## config.mk

```make
export PLATFORM = sky130hd
export DESIGN_NAME = alu_arbiter_ctrl
export DESIGN_NICKNAME = d
export VERILOG_FILES = /design/src/rtl/alu_pkg.sv /design/src/rtl/Arithmetic_Logic_Unit.sv /design/src/rtl/alu_arbiter_ctrl.sv
export SDC_FILE = /design/constraint.sdc
export NUM_CORES = 1
export LEC_CHECK = 0
export BUFFER_PORTS_ARGS = -buffer_cell sky130_fd_sc_hd__buf_4
export CAP_MARGIN = 20
export CORE_ASPECT_RATIO = 1.75
export CORE_MARGIN = 2
export CORE_UTILIZATION = 55
export DETAILED_ROUTE_END_ITERATION = 10
export PLACE_DENSITY = 0.82
export SYNTH_ARGS = -nofsm -noshare
export SYNTH_HDL_FRONTEND = slang
export SYNTH_SLANG_ARGS = --single-unit
```

## constraint.sdc

```tcl
create_clock -name clk -period 4.7 [get_ports clk]
set_clock_uncertainty 0.05 [all_clocks]
set_input_delay 0.47 -clock clk [delete_from_list [all_inputs] [get_ports clk]]
set_output_delay 0.47 -clock clk [all_outputs]
set_load 0.01 [all_outputs]
```

## src/rtl/alu_pkg.sv

```systemverilog
// Shared definitions for the ALU arbiter controller and the ALU datapath.
package alu_pkg;

  localparam int unsigned WIDTH_DEFAULT = 8;
  localparam int unsigned G_W           = 4;

  // Arithmetic function codes
  localparam logic [G_W-1:0] G_PASS_A  = 4'd0;
  localparam logic [G_W-1:0] G_INC     = 4'd1;
  localparam logic [G_W-1:0] G_ADD     = 4'd2;
  localparam logic [G_W-1:0] G_ADDC    = 4'd3;
  localparam logic [G_W-1:0] G_ADDNB   = 4'd4;
  localparam logic [G_W-1:0] G_SUB     = 4'd5;
  localparam logic [G_W-1:0] G_DEC     = 4'd6;
  localparam logic [G_W-1:0] G_PASS_A7 = 4'd7;

  // Logic function codes (odd neighbours alias to the even code)
  localparam logic [G_W-1:0] G_AND     = 4'd8;
  localparam logic [G_W-1:0] G_OR      = 4'd10;
  localparam logic [G_W-1:0] G_XOR     = 4'd12;
  localparam logic [G_W-1:0] G_NOT     = 4'd14;

  typedef enum logic [1:0] {
    ST_IDLE = 2'd0,
    ST_EXEC = 2'd1,
    ST_RESP = 2'd2
  } state_e;

endpackage

```

## src/rtl/Arithmetic_Logic_Unit.sv

```systemverilog
// Combinational ALU: one adder for the arithmetic codes, a bitwise unit for
// the logic codes. G[3] selects logic; for logic codes G[0] is ignored.
module Arithmetic_Logic_Unit
  import alu_pkg::*;
#(
  parameter int unsigned WIDTH = WIDTH_DEFAULT
) (
  input  logic [G_W-1:0]   g_i,
  input  logic [WIDTH-1:0] a_i,
  input  logic [WIDTH-1:0] b_i,
  output logic [WIDTH-1:0] result_o,
  output logic             c_o,
  output logic             v_o
);

  logic [WIDTH-1:0] addend;
  logic             cin;
  logic [WIDTH:0]   sum;
  logic [WIDTH-1:0] logic_res;
  logic             is_logic;

  // Pick the second adder operand and carry-in for each arithmetic code
  always_comb begin
    addend = '0;
    cin    = 1'b0;
    case (g_i)
      G_PASS_A, G_PASS_A7: begin
        addend = '0;
        cin    = 1'b0;
      end
      G_INC: cin = 1'b1;
      G_ADD: addend = b_i;
      G_ADDC: begin
        addend = b_i;
        cin    = 1'b1;
      end
      G_ADDNB: addend = ~b_i;
      G_SUB: begin
        addend = ~b_i;
        cin    = 1'b1;
      end
      G_DEC: addend = '1;
      default: begin
        addend = '0;
        cin    = 1'b0;
      end
    endcase
  end

  assign sum = {1'b0, a_i} + {1'b0, addend} + {{WIDTH{1'b0}}, cin};

  // Bitwise operations; bit 0 of the code does not affect them
  always_comb begin
    logic_res = a_i & b_i;
    case ({1'b1, g_i[2:1], 1'b0})
      G_AND:   logic_res = a_i & b_i;
      G_OR:    logic_res = a_i | b_i;
      G_XOR:   logic_res = a_i ^ b_i;
      G_NOT:   logic_res = ~a_i;
      default: logic_res = a_i & b_i;
    endcase
  end

  assign is_logic = g_i[3];

  // Signed overflow: both adder inputs share a sign that the sum does not
  always_comb begin
    result_o = sum[WIDTH-1:0];
    c_o      = sum[WIDTH];
    v_o      = (a_i[WIDTH-1] == addend[WIDTH-1]) && (sum[WIDTH-1] != a_i[WIDTH-1]);
    if (is_logic) begin
      result_o = logic_res;
      c_o      = 1'b0;
      v_o      = 1'b0;
    end
  end

endmodule

```

## src/rtl/alu_arbiter_ctrl.sv

```systemverilog
// Round-robin controller sharing one ALU between two command requesters.
// IDLE grants and latches a command, EXEC runs the ALU from the latched
// operands and captures the result, RESP holds it until the consumer takes it.
module alu_arbiter_ctrl
  import alu_pkg::*;
#(
  parameter int unsigned WIDTH = WIDTH_DEFAULT
) (
  input  logic             clk,
  input  logic             rst,
  input  logic [1:0]       req_valid,
  output logic [1:0]       req_ready,
  input  logic [G_W-1:0]   req0_g,
  input  logic [G_W-1:0]   req1_g,
  input  logic [WIDTH-1:0] req0_a,
  input  logic [WIDTH-1:0] req1_a,
  input  logic [WIDTH-1:0] req0_b,
  input  logic [WIDTH-1:0] req1_b,
  output logic             rsp_valid,
  input  logic             rsp_ready,
  output logic             rsp_id,
  output logic [WIDTH-1:0] rsp_result,
  output logic             rsp_c,
  output logic             rsp_v,
  output logic             rsp_z,
  output logic             busy
);

  state_e           state_q, state_d;
  logic             prio_q, prio_d;
  logic             id_q, id_d;
  logic [G_W-1:0]   g_q, g_d;
  logic [WIDTH-1:0] a_q, a_d;
  logic [WIDTH-1:0] b_q, b_d;
  logic             rsp_id_q, rsp_id_d;
  logic [WIDTH-1:0] rsp_result_q, rsp_result_d;
  logic             rsp_c_q, rsp_c_d;
  logic             rsp_v_q, rsp_v_d;
  logic             rsp_z_q, rsp_z_d;

  logic             grant_id_c;
  logic [WIDTH-1:0] alu_result;
  logic             alu_c;
  logic             alu_v;

  // Shared ALU, fed only from the latched command
  Arithmetic_Logic_Unit #(
    .WIDTH (WIDTH)
  ) u_alu (
    .g_i      (g_q),
    .a_i      (a_q),
    .b_i      (b_q),
    .result_o (alu_result),
    .c_o      (alu_c),
    .v_o      (alu_v)
  );

  // Round-robin pick: a lone requester wins, otherwise the favoured one
  always_comb begin
    grant_id_c = prio_q;
    if (req_valid == 2'b01) begin
      grant_id_c = 1'b0;
    end else if (req_valid == 2'b10) begin
      grant_id_c = 1'b1;
    end
  end

  // Next-state, command latch and result capture
  always_comb begin
    state_d      = state_q;
    prio_d       = prio_q;
    id_d         = id_q;
    g_d          = g_q;
    a_d          = a_q;
    b_d          = b_q;
    rsp_id_d     = rsp_id_q;
    rsp_result_d = rsp_result_q;
    rsp_c_d      = rsp_c_q;
    rsp_v_d      = rsp_v_q;
    rsp_z_d      = rsp_z_q;
    req_ready    = 2'b00;

    case (state_q)
      ST_IDLE: begin
        // Reset overrides any handshake, so never advertise ready during it
        if ((req_valid != 2'b00) && !rst) begin
          req_ready = grant_id_c ? 2'b10 : 2'b01;
          id_d      = grant_id_c;
          prio_d    = ~grant_id_c;
          g_d       = grant_id_c ? req1_g : req0_g;
          a_d       = grant_id_c ? req1_a : req0_a;
          b_d       = grant_id_c ? req1_b : req0_b;
          state_d   = ST_EXEC;
        end
      end
      ST_EXEC: begin
        rsp_id_d     = id_q;
        rsp_result_d = alu_result;
        rsp_c_d      = alu_c;
        rsp_v_d      = alu_v;
        rsp_z_d      = (alu_result == '0);
        state_d      = ST_RESP;
      end
      ST_RESP: begin
        if (rsp_ready) begin
          state_d = ST_IDLE;
        end
      end
      default: state_d = ST_IDLE;
    endcase
  end

  // State and datapath registers with synchronous reset
  always_ff @(posedge clk) begin
    if (rst) begin
      state_q      <= ST_IDLE;
      prio_q       <= 1'b0;
      id_q         <= 1'b0;
      g_q          <= '0;
      a_q          <= '0;
      b_q          <= '0;
      rsp_id_q     <= 1'b0;
      rsp_result_q <= '0;
      rsp_c_q      <= 1'b0;
      rsp_v_q      <= 1'b0;
      rsp_z_q      <= 1'b0;
    end else begin
      state_q      <= state_d;
      prio_q       <= prio_d;
      id_q         <= id_d;
      g_q          <= g_d;
      a_q          <= a_d;
      b_q          <= b_d;
      rsp_id_q     <= rsp_id_d;
      rsp_result_q <= rsp_result_d;
      rsp_c_q      <= rsp_c_d;
      rsp_v_q      <= rsp_v_d;
      rsp_z_q      <= rsp_z_d;
    end
  end

  assign rsp_valid  = (state_q == ST_RESP);
  assign busy       = (state_q != ST_IDLE);
  assign rsp_id     = rsp_id_q;
  assign rsp_result = rsp_result_q;
  assign rsp_c      = rsp_c_q;
  assign rsp_v      = rsp_v_q;
  assign rsp_z      = rsp_z_q;

endmodule

```

[Word-level counts from Yosys, hierarchy flattened]
Cells that the tools add are included.
Word-level totals
  bits in registers: 36
  input port bits: 45
  output and inout bits: 16
  logic and storage cells: 66
Operators by class
  $add $sub $neg: 2
  eq/ne operators: 17
  mux-type cells: 17
  bitwise operators: 6
  reduce and logical (&&, ||, !) cells: 13
Operators with widths (count)
  one-hot mux 8 bit (4 select lines): 1
  two-way mux 8 bit: 3
  one-hot mux 8 bit (3 select lines): 1
  NOT 8 bit: 2
  equality test 4 x 3 -> 1 bit, second input constant: 3
  two-way mux 2 bit: 5
  adder 8 x 8 -> 9 bit: 1
  adder 9 x 1 -> 9 bit: 1
  bitwise AND 8 bit: 1
  equality test 2 bit, second input constant: 4
  equality test 4 x 2 -> 1 bit, second input constant: 2
  logical NOT 8 bit: 1
  OR 8 bit: 1
  XOR 8 bit: 1
  equality test 2 x 1 -> 1 bit, second input constant: 3
  one-hot mux 2 bit (3 select lines): 1
  two-way mux 1 bit: 5
  equality test 4 x 1 -> 1 bit, second input constant: 1
  logical NOT 2 bit: 2
  two-way mux 4 bit: 1
  AND reduction 2 bit: 2
  nonzero test 2 bit: 2
  OR reduction 2 bit: 2
  OR reduction 3 bit: 1
  7 further kinds: 8

[Depth between registers and ports, before layout]
Gate-level depths: netlist of the first run.
  depth after elaboration: 8
  gate-level depth with buffers: 13
  gate-level depth less buffers: 12

[Cells and area by module]
Synthesis of the first run repeated with hierarchy kept, for this count alone.
Unflattened totals
  cell total of the unflattened synthesis: 293
  area total of the unflattened synthesis: 2497.4 µm²
Modules (own cells, without submodules)
  alu_arbiter_ctrl: times used 1, cells an instance 156, area each 1432.6 µm², sequential area each 720.7 µm²
  Arithmetic_Logic_Unit: times used 1, cells an instance 137, area each 1064.8 µm², sequential area each 0.0 µm²

[Least setup slack after synthesis of the first run]
Ideal clock, no wire load.
  path type: register -> register
  start: reg g_q[2]
  end: reg rsp_z_q (netlist: rsp_z)
  setup time: 0.128 ns
  arrival: 2.807 ns
  data required time: 4.522 ns
  path slack: 1.715 ns
  cell stages (with the launch flop): 14
  path buffers: 2
  clock period less this slack: 2.985 ns
  cell sequence: dfxtp_1 -> clkbuf_1 -> buf_1 -> nand2_1 -> and3_1 -> fa_1 -> inv_1 -> fa_1 -> nor2b_1 -> o31a_1 -> o21a_1 -> o21a_1 -> o31ai_2 -> o41ai_2
Between the ends
  longest elaborated chain between the ends: 7
  elaborated cells between the ends (all ways): 20
  classes of those cells: 2 x add/sub; 9 x eq/ne; 4 x mux; 5 x reduce/logical
RTL lines
  start: declaration: RTL line alu_arbiter_ctrl.sv:32  | logic [G_W-1:0] g_q, g_d;
  start signal: assignment: RTL line alu_arbiter_ctrl.sv:131  | g_q <= g_d;
  equality test 4 x 3 -> 1 bit / equality test 4 x 2 -> 1 bit (equally long branches): RTL line Arithmetic_Logic_Unit.sv:26  | case (g_i)
  OR reduction 2 bit (no line)
  one-hot mux 8 bit (3 select lines): RTL line Arithmetic_Logic_Unit.sv:26
  adder 8 x 8 -> 9 bit: RTL line Arithmetic_Logic_Unit.sv:50  | assign sum = {1'b0, a_i} + {1'b0, addend} + {{WIDTH{1'b0}}, cin};
  adder 9 x 1 -> 9 bit: RTL line Arithmetic_Logic_Unit.sv:50
  two-way mux 8 bit (*): RTL line Arithmetic_Logic_Unit.sv:71  | if (is_logic) begin
  logical NOT 8 bit (*): RTL line alu_arbiter_ctrl.sv:101  | rsp_z_d = (alu_result == '0);
  end signal: assignment: RTL line alu_arbiter_ctrl.sv:138  | rsp_z_q <= rsp_z_d;
  end: declaration: RTL line alu_arbiter_ctrl.sv:39  | logic rsp_z_q, rsp_z_d;
Every way passes the cells marked *; elsewhere a longest branch is shown, timed or not.
A chain may end at the register's enable or synchronous reset.

[Worst setup path in the final report of the first run]
  start: reg g_q[3]
  end: reg rsp_z_q (netlist: rsp_z)
The elaborated chain is that of the path after synthesis.

==> results of run 1 <==
==> cell type report <==
type | count | share of cell area
tap | 51 | 0.02052
clock inverter | 2 | 0.01127
clock buffer | 6 | 0.02334
sequential | 36 | 0.2318
timing repair buffer | 62 | 0.1497
multi-input combinational | 208 | 0.5247
inverter | 32 | 0.03863
==> logic make-up after synthesis <==
kind of cell	synth area share
AOI/OAI and AO/OA	0.1967
buffers and inverters	0.07896
muxes	0.1560
xor gates and xnor gates	0.01373
DFF	0.2825
and+or+nand+nor	0.1398
adders and majority gates	0.1324
==> state kept, by name, summed over array words and instances, names as in the netlist <==
name        count
g_q             4
rsp_result      8
state_q         2
rsp_c           1
id_q            1
a_q             8
rsp_id          1
b_q             8
rsp_z           1
prio_q          1
rsp_v           1
==> tightest hold or removal path, cell delays in order <==
cell and delay (ps):
buf_4 70, nand2b_1 80, a21oi_1 60
==> metal layers <==
layer  up-vias  part of all wire  global-route usage
met5         -                 0                   0
met4         0             0.035              0.1037
met3        18             0.035             0.03168
met2        55              0.55              0.4425
met1      1021              0.38              0.2174
li1       1143                 -                   -
==> worst paths after layout <==
| check | startpoint | to | slack, ps | depth (start not counted) |
|---|---|---|---|---|
| setup / recovery | g_q[3]$_SDFFE_PP0P_ | rsp_z$_SDFFE_PP0N_ | 1390 | 12 |
| hold / removal | rsp_ready | state_q[1]$_SDFFE_PP0P_ | 390 | 3 |
| setup reg to reg | g_q[3]$_SDFFE_PP0P_ | rsp_z$_SDFFE_PP0N_ | 1390 | 12 |
| hold reg to reg | id_q$_SDFFE_PP0P_ | rsp_id$_SDFFE_PP0N_ | 400 | 2 |
==> metrics by stage <==
stage | instance area, um2 | setup slack (ps) | utilization
2_1_floorplan | 2551 | 1715 | -
3_3_place_gp | 3002 | 1499 | 0.6754
3_5_place_dp | 3002 | 1429 | 0.6754
4_1_cts | 3109 | 1408 | 0.6996
5_1_grt | 3109 | 1160 | 0.6996
6_report | 3109 | 1391 | 0.6996
==> power breakdown <==
part,internal [mW],leakage (nW),switching (mW)
logic,0.191,1.11,0.206
registers,0.340,0.298,0.0445
clock network,0.157,0.0552,0.111
==> placed cells by master, fill, tap and decap left out, types with 2 or more instances in the layout <==
cell and count:
o21ai_0 7, fa_1 2, clkbuf_8 5, o21a_1 3, buf_4 62, ha_1 23
a211oi_1 33, or2_2 2, nor3_1 6, xor2_1 3, nand2b_1 5, dfxtp_1 36
and3_1 2, nand3_1 3, a21oi_1 11, mux2i_1 21, nand2_1 11, mux4_2 6
inv_1 31, nor2_1 43, o211a_1 3, nor2b_1 3, mux4_1 2, a31oi_1 2
==> flow_metrics.env, run 1 <==
export IMPL_cts_max_level=2
export IMPL_p_leak_nw=1.465
export IMPL_finalSetupTns_ps=0
export IMPL_via_per_inst=5.635
export IMPL_yosys_warnings=0
export IMPL_cp_cell_sequence="inv_1 > nand2_1 > a211oi_1 > fa_1 > inv_1 > fa_1 > nor2b_1 > o31a_1 > o21a_1 > nor3_1 > o31ai_2 > o41ai_2"
export IMPL_p_per_area_nw_per_um2=337.8
export IMPL_p_total_mw=1.050
export IMPL_vias=2237
export IMPL_area_delta_synth_final_pct=21.87
export IMPL_synth_most_common_cell="nor2_1"
export IMPL_drive_gt1_frac=0.2370
export IMPL_synth_area_um2=2551
export IMPL_fin_cells=397
export IMPL_dp_hpwl_mm=4.414
export IMPL_end_kind="flop"
export IMPL_post_cts_repair_setup_buffers=0
export IMPL_grt_max_degree=45
export IMPL_cts_hold_buf=0
export IMPL_max_vdd_ir_drop_mv=0.2373
export IMPL_crit_fanout=18
export IMPL_rsz0062_at_grt="no"
export IMPL_timing_fmax_ghz=0.3022
export IMPL_synth_top_area_frac=0.2825
export IMPL_multi_input_area_um2=1632
export IMPL_setup_viol=0
export IMPL_slowest_delay_ps=670
export IMPL_core_area_um2=4444
export IMPL_tightest_slew_ps=719.3
export IMPL_hold_violations=0
export IMPL_cp_data_arrival_time_ps=3450
export IMPL_clkSinkCount=36
export IMPL_drt_wl_total_mm=5.510
export IMPL_netlist_top_cells_count="nor2_1, dfxtp_1, a211oi_1, inv_1, ha_1"
export IMPL_grt_pass1_wl_mm=9.349
export IMPL_hp_class="input pin to flop"
export IMPL_fin_crit_ps=3309
export IMPL_grt_antenna_before_repair=0
export IMPL_postSynth_asyncResetShare=0
export IMPL_cts_resized=0
export IMPL_hold_slack_ps=392.5
export IMPL_crit_buf_inv=2
export IMPL_drt_pass1_iter_count=4
export IMPL_outcome="finished clean"
export IMPL_final_nets=415
export IMPL_cts_root_buf="clkbuf_8"
export IMPL_syn_avg_cell_area_um2=8.678
export IMPL_yosys_most_used_dff="dfxtp_1"
export IMPL_diodes=0
export IMPL_start_kind="flop"
export IMPL_postRouteAntennaNets=0
export IMPL_grt_ovfl_total=0
export IMPL_path_clk_slew_ps=70
export IMPL_track_usage=0.2221
export IMPL_fillers=381
export IMPL_initial_core_util=0.5740
export IMPL_synth_edf_count=0
export IMPL_num_rows=32
export IMPL_slew_headroom=0.5195
export IMPL_cts_buffers=5
export IMPL_slowest_stage="dfxtp_1"
export IMPL_seq_area_frac_synth=0.2825
export IMPL_drtIter0Drc=62
export IMPL_synth_top_area_cell="dfxtp_1"
export IMPL_netlist_top_cells_area="dfxtp_1, ha_1, a211oi_1, mux2i_1, nor2_1"
export IMPL_wl_per_cell_um=13.88
export IMPL_synthCells=294
export IMPL_final_max_slew_violation_count=0
export IMPL_grt_pass1_vias=2187
export IMPL_placed_cells=389
export IMPL_critPathTopFamily="compound AO/OA/AOI/OAI gates"
export IMPL_die_w_um=55.49
export IMPL_ys_ff_latch=36
export IMPL_required_ps=4840
export IMPL_cts_tree="done"
export IMPL_drv_cap=0
export IMPL_gp_congestion=0.8388
export IMPL_worstSkewPairLatency_ps=290
export IMPL_remaining_drc_errors=0
export IMPL_worstSetupPathType="flop to flop"
export IMPL_register_area_um2=720.7
export IMPL_fp_dieH_um=94.10
export IMPL_port_buffers=60
export IMPL_design_portCount=61
export IMPL_syn_nets=364
export IMPL_period_share=0.7040
export IMPL_die_area_um2=5221
export IMPL_clockBufferDepth=2
export IMPL_synth_cell_types=44
Power figures use the tool's default switching activity.
==> inputs of run 2 (changes only) <==
--- a/config.mk
+++ b/config.mk
@@ -5,13 +5,14 @@
 export SDC_FILE = /design/constraint.sdc
 export NUM_CORES = 1
 export LEC_CHECK = 0
+export ABC_AREA = 1
 export BUFFER_PORTS_ARGS = -buffer_cell sky130_fd_sc_hd__buf_4
 export CAP_MARGIN = 20
 export CORE_ASPECT_RATIO = 1.75
 export CORE_MARGIN = 2
-export CORE_UTILIZATION = 55
+export CORE_UTILIZATION = 49
 export DETAILED_ROUTE_END_ITERATION = 10
-export PLACE_DENSITY = 0.82
+export PLACE_DENSITY = 0.77
 export SYNTH_ARGS = -nofsm -noshare
 export SYNTH_HDL_FRONTEND = slang
 export SYNTH_SLANG_ARGS = --single-unit
==> constraint.sdc (replaced) <==
create_clock -name clk -period 2.8 [get_ports clk]
set_clock_uncertainty 0.05 [all_clocks]
set_input_delay 0.28 -clock clk [delete_from_list [all_inputs] [get_ports clk]]
set_output_delay 0.28 -clock clk [all_outputs]
set_load 0.01 [all_outputs]
==> flow_metrics.env, run 2 <==
export IMPL_netlist_top_cells_area="dfxtp_1, nand2_1, ha_1, inv_1, nor2_1"
export IMPL_vias=2764
export IMPL_final_nets=540
export IMPL_cp_data_arrival_time_ps=2710
export IMPL_r2r_start="g_q[2]$_SDFFE_PP0P_"
export IMPL_clkSinkCount=36
export IMPL_syn_nets=470
export IMPL_wl_per_cell_um=13.73
export IMPL_synth_most_common_cell="nand2_1"
export IMPL_wl_met1_mm=2.762
export IMPL_fillers=487
export IMPL_drive_gt1_frac=0.2166
export IMPL_port_buffers=60
export IMPL_cts_hold_buf=0
export IMPL_fin_crit_ps=2536
export IMPL_drtIter0Drc=105
export IMPL_period_share=0.9059
export IMPL_core_area_um2=4977
export IMPL_die_area_um2=5812
export IMPL_drt_pass1_iter_count=4
export IMPL_drv_cap=0
export IMPL_cts_buffers=5
export IMPL_synth_edf_count=0
export IMPL_grt_antenna_before_repair=0
export IMPL_diodes=0
export IMPL_slew_headroom=0.7167
export IMPL_synthCells=400
export IMPL_grt_pass1_vias=2556
export IMPL_final_max_slew_violation_count=0
export IMPL_design_portCount=61
export IMPL_clockPowerShare=0.309
export IMPL_combPwrFrac=0.292
export IMPL_remaining_drc_errors=0
export IMPL_endpoint="rsp_z$_SDFFE_PP0N_"
export IMPL_switchingPower_mw=0.4837
export IMPL_via_per_inst=5.265
export IMPL_netSwitchingFraction=0.3243
export IMPL_start_kind="flop"
export IMPL_cp_startpoint="g_q[2]$_SDFFE_PP0P_"
export IMPL_wl_met3_um=301
export IMPL_die_w_um=58.49
export IMPL_crit_fanout=6
export IMPL_r2r_slack_ps=260
export IMPL_grt_ovfl_total=0
export IMPL_track_usage=0.2619
export IMPL_end_kind="flop"
export IMPL_p_per_area_nw_per_um2=458.8
export IMPL_ys_ff_latch=36
export IMPL_grt_pass1_wl_mm=11.57
export IMPL_clockBufferDepth=2
export IMPL_path_clk_slew_ps=80
export IMPL_drt_wl_total_mm=7.209
export IMPL_seqPwrFrac=0.399
export IMPL_fin_cells=525
export IMPL_syn_avg_cell_area_um2=6.365
export IMPL_yosys_warnings=0
export IMPL_p_int_mw=1.008
export IMPL_timing_fmax_ghz=0.3943
export IMPL_grt_max_degree=32
export IMPL_postRouteAntennaNets=0
export IMPL_area_delta_synth_final_pct=27.67
export IMPL_num_rows=34
export IMPL_topRoutingLayerUsed="met4"
export IMPL_gp_congestion=0.9280
export IMPL_worstSetupPathType="flop to flop"
export IMPL_layout_common_cells="nand2_1, buf_4, inv_1"
export IMPL_finalSetupTns_ps=0
export IMPL_fp_dieH_um=99.36
export IMPL_outcome="finished clean"
export IMPL_synth_top_area_cell="dfxtp_1"
export IMPL_postSynth_asyncResetShare=0
export IMPL_tightest_slew_ps=423.4
export IMPL_netlist_top_cells_count="nand2_1, inv_1, nor2_1, dfxtp_1, o21ai_0"
export IMPL_seq_area_frac_synth=0.2830
export IMPL_yosys_most_used_dff="dfxtp_1"
export IMPL_cts_max_level=2
export IMPL_hold_violations=0
export IMPL_max_vdd_ir_drop_mv=0.3720
export IMPL_setup_viol=0
export IMPL_cts_root_buf="clkbuf_8"
export IMPL_hp_class="input pin to flop"
export IMPL_synth_top_area_frac=0.2830
export IMPL_rr_worst_depth=19
export IMPL_dp_hpwl_mm=5.880
export IMPL_p_leak_nw=1.603
export IMPL_rsz0062_at_grt="no"
export IMPL_final_common_cell="nand2_1"
export IMPL_met2_length_mm=3.909
export IMPL_synth_area_um2=2546
export IMPL_cts_tree="done"
export IMPL_placed_cells=514
export IMPL_initial_core_util=0.5116
export IMPL_worstSkewPairLatency_ps=290
export IMPL_r2r_end="rsp_z$_SDFFE_PP0N_"
export IMPL_required_ps=2980
export IMPL_synth_cell_types=26
run 2: cell types whose count changed after synthesis, moves of 13 or more:
cell      before  now
mux2i_1       21    0
a211oi_1      33    0
nand3_1        3   18
a31oi_1        2   15
inv_1         31   57
o21ai_0        7   25
nand2_1       11  111
run 2: layout make-up:
cell class              count  area [um2]  share of cell area
repair buffers             76       574.3              0.1767
multi-input cells         293        1554              0.4781
flip-flops and latches     36       725.7              0.2232
clock inverters             3       42.54             0.01309
inverters                  58       217.7             0.06697
clock buffers               5       68.82             0.02117
well taps                  54       67.56             0.02079
run 2: worst min path at each step:
stage / from / to / slack, ps / depth (start not counted)
after global routing: req0_a[7] / a_q[7]$_SDFFE_PP0P_ / 190 / 3
after floorplan: req0_a[3] / a_q[3]$_SDFFE_PP0P_ / 380 / 2
after global placement: rsp_z$_SDFFE_PP0N_ / rsp_z$_SDFFE_PP0N_ / 410 / 2
after detailed placement: rsp_v$_SDFFE_PP0N_ / rsp_v$_SDFFE_PP0N_ / 410 / 2
after CTS: req0_a[5] / a_q[5]$_SDFFE_PP0P_ / 200 / 3
final: req0_b[3] / b_q[3]$_SDFFE_PP0P_ / 190 / 3
run 2: cells by family (layout without fill, tap and decap cells):
group                    after synthesis  after routing  synth area share
AND/OR/NAND/NOR                      197            197            0.3194
adder cells (fa/ha/maj)               25             25            0.1287
AO/OA/AOI/OAI                         71             71            0.1568
flip-flops                            36             36            0.2830
buffers and inverters                 71            142            0.1120
run 2: power by group through the flow:
| stage | clock network [mW] | registers, mW | logic, mW |
|---|---|---|---|
| after floorplan | 0 | 0.601 | 0.258 |
| after global placement | 0 | 0.605 | 0.419 |
| after detailed placement | 0 | 0.606 | 0.426 |
| after CTS | 0.467 | 0.595 | 0.429 |
| after global routing | 0.487 | 0.602 | 0.491 |
| final | 0.460 | 0.596 | 0.436 |
run 2: layer usage:
layer,GRT usage,vias to the layer above
met3,0.03641,13
met1,0.2816,1260
met5,0,-
li1,-,1417
met2,0.4857,74
met4,0.1145,0
run 2: through the flow:
step	hold slack [ps]	util	worst slack [ps]	cell area, um2	total power [mW]
floorplan	377.4	-	192.4	2546	0.8585
detailed placement	413.2	0.6217	-52.38	3094	1.033
global placement	405.3	0.6217	113.9	3094	1.025
CTS	195.8	0.6450	58.54	3211	1.491
finish	193.7	0.6531	263.6	3251	1.492
global route	192.2	0.6531	16.16	3251	1.581
run 2: worst max-delay path, stage by stage, from the launching register on:
cell	delay (ps)
dfxtp_4	360
buf_6	110
inv_1	70
nor2_2	40
inv_1	90
nor2_2	40
buf_4	160
a21oi_1	110
o21ai_0	90
ha_1	390
inv_1	60
nand2_1	130
nand3_1	160
nand2_1	120
nand2_1	50
nand3_1	70
nand2_1	80
nor2_1	100
nand3_1	80
a21oi_1	120
run 2: timing repair:
action                     CTS  global route
cloned                       0             0
pin swaps                    0             3
gates resized for setup      2             9
setup endpoints to repair    1             5
setup buffers                0             3
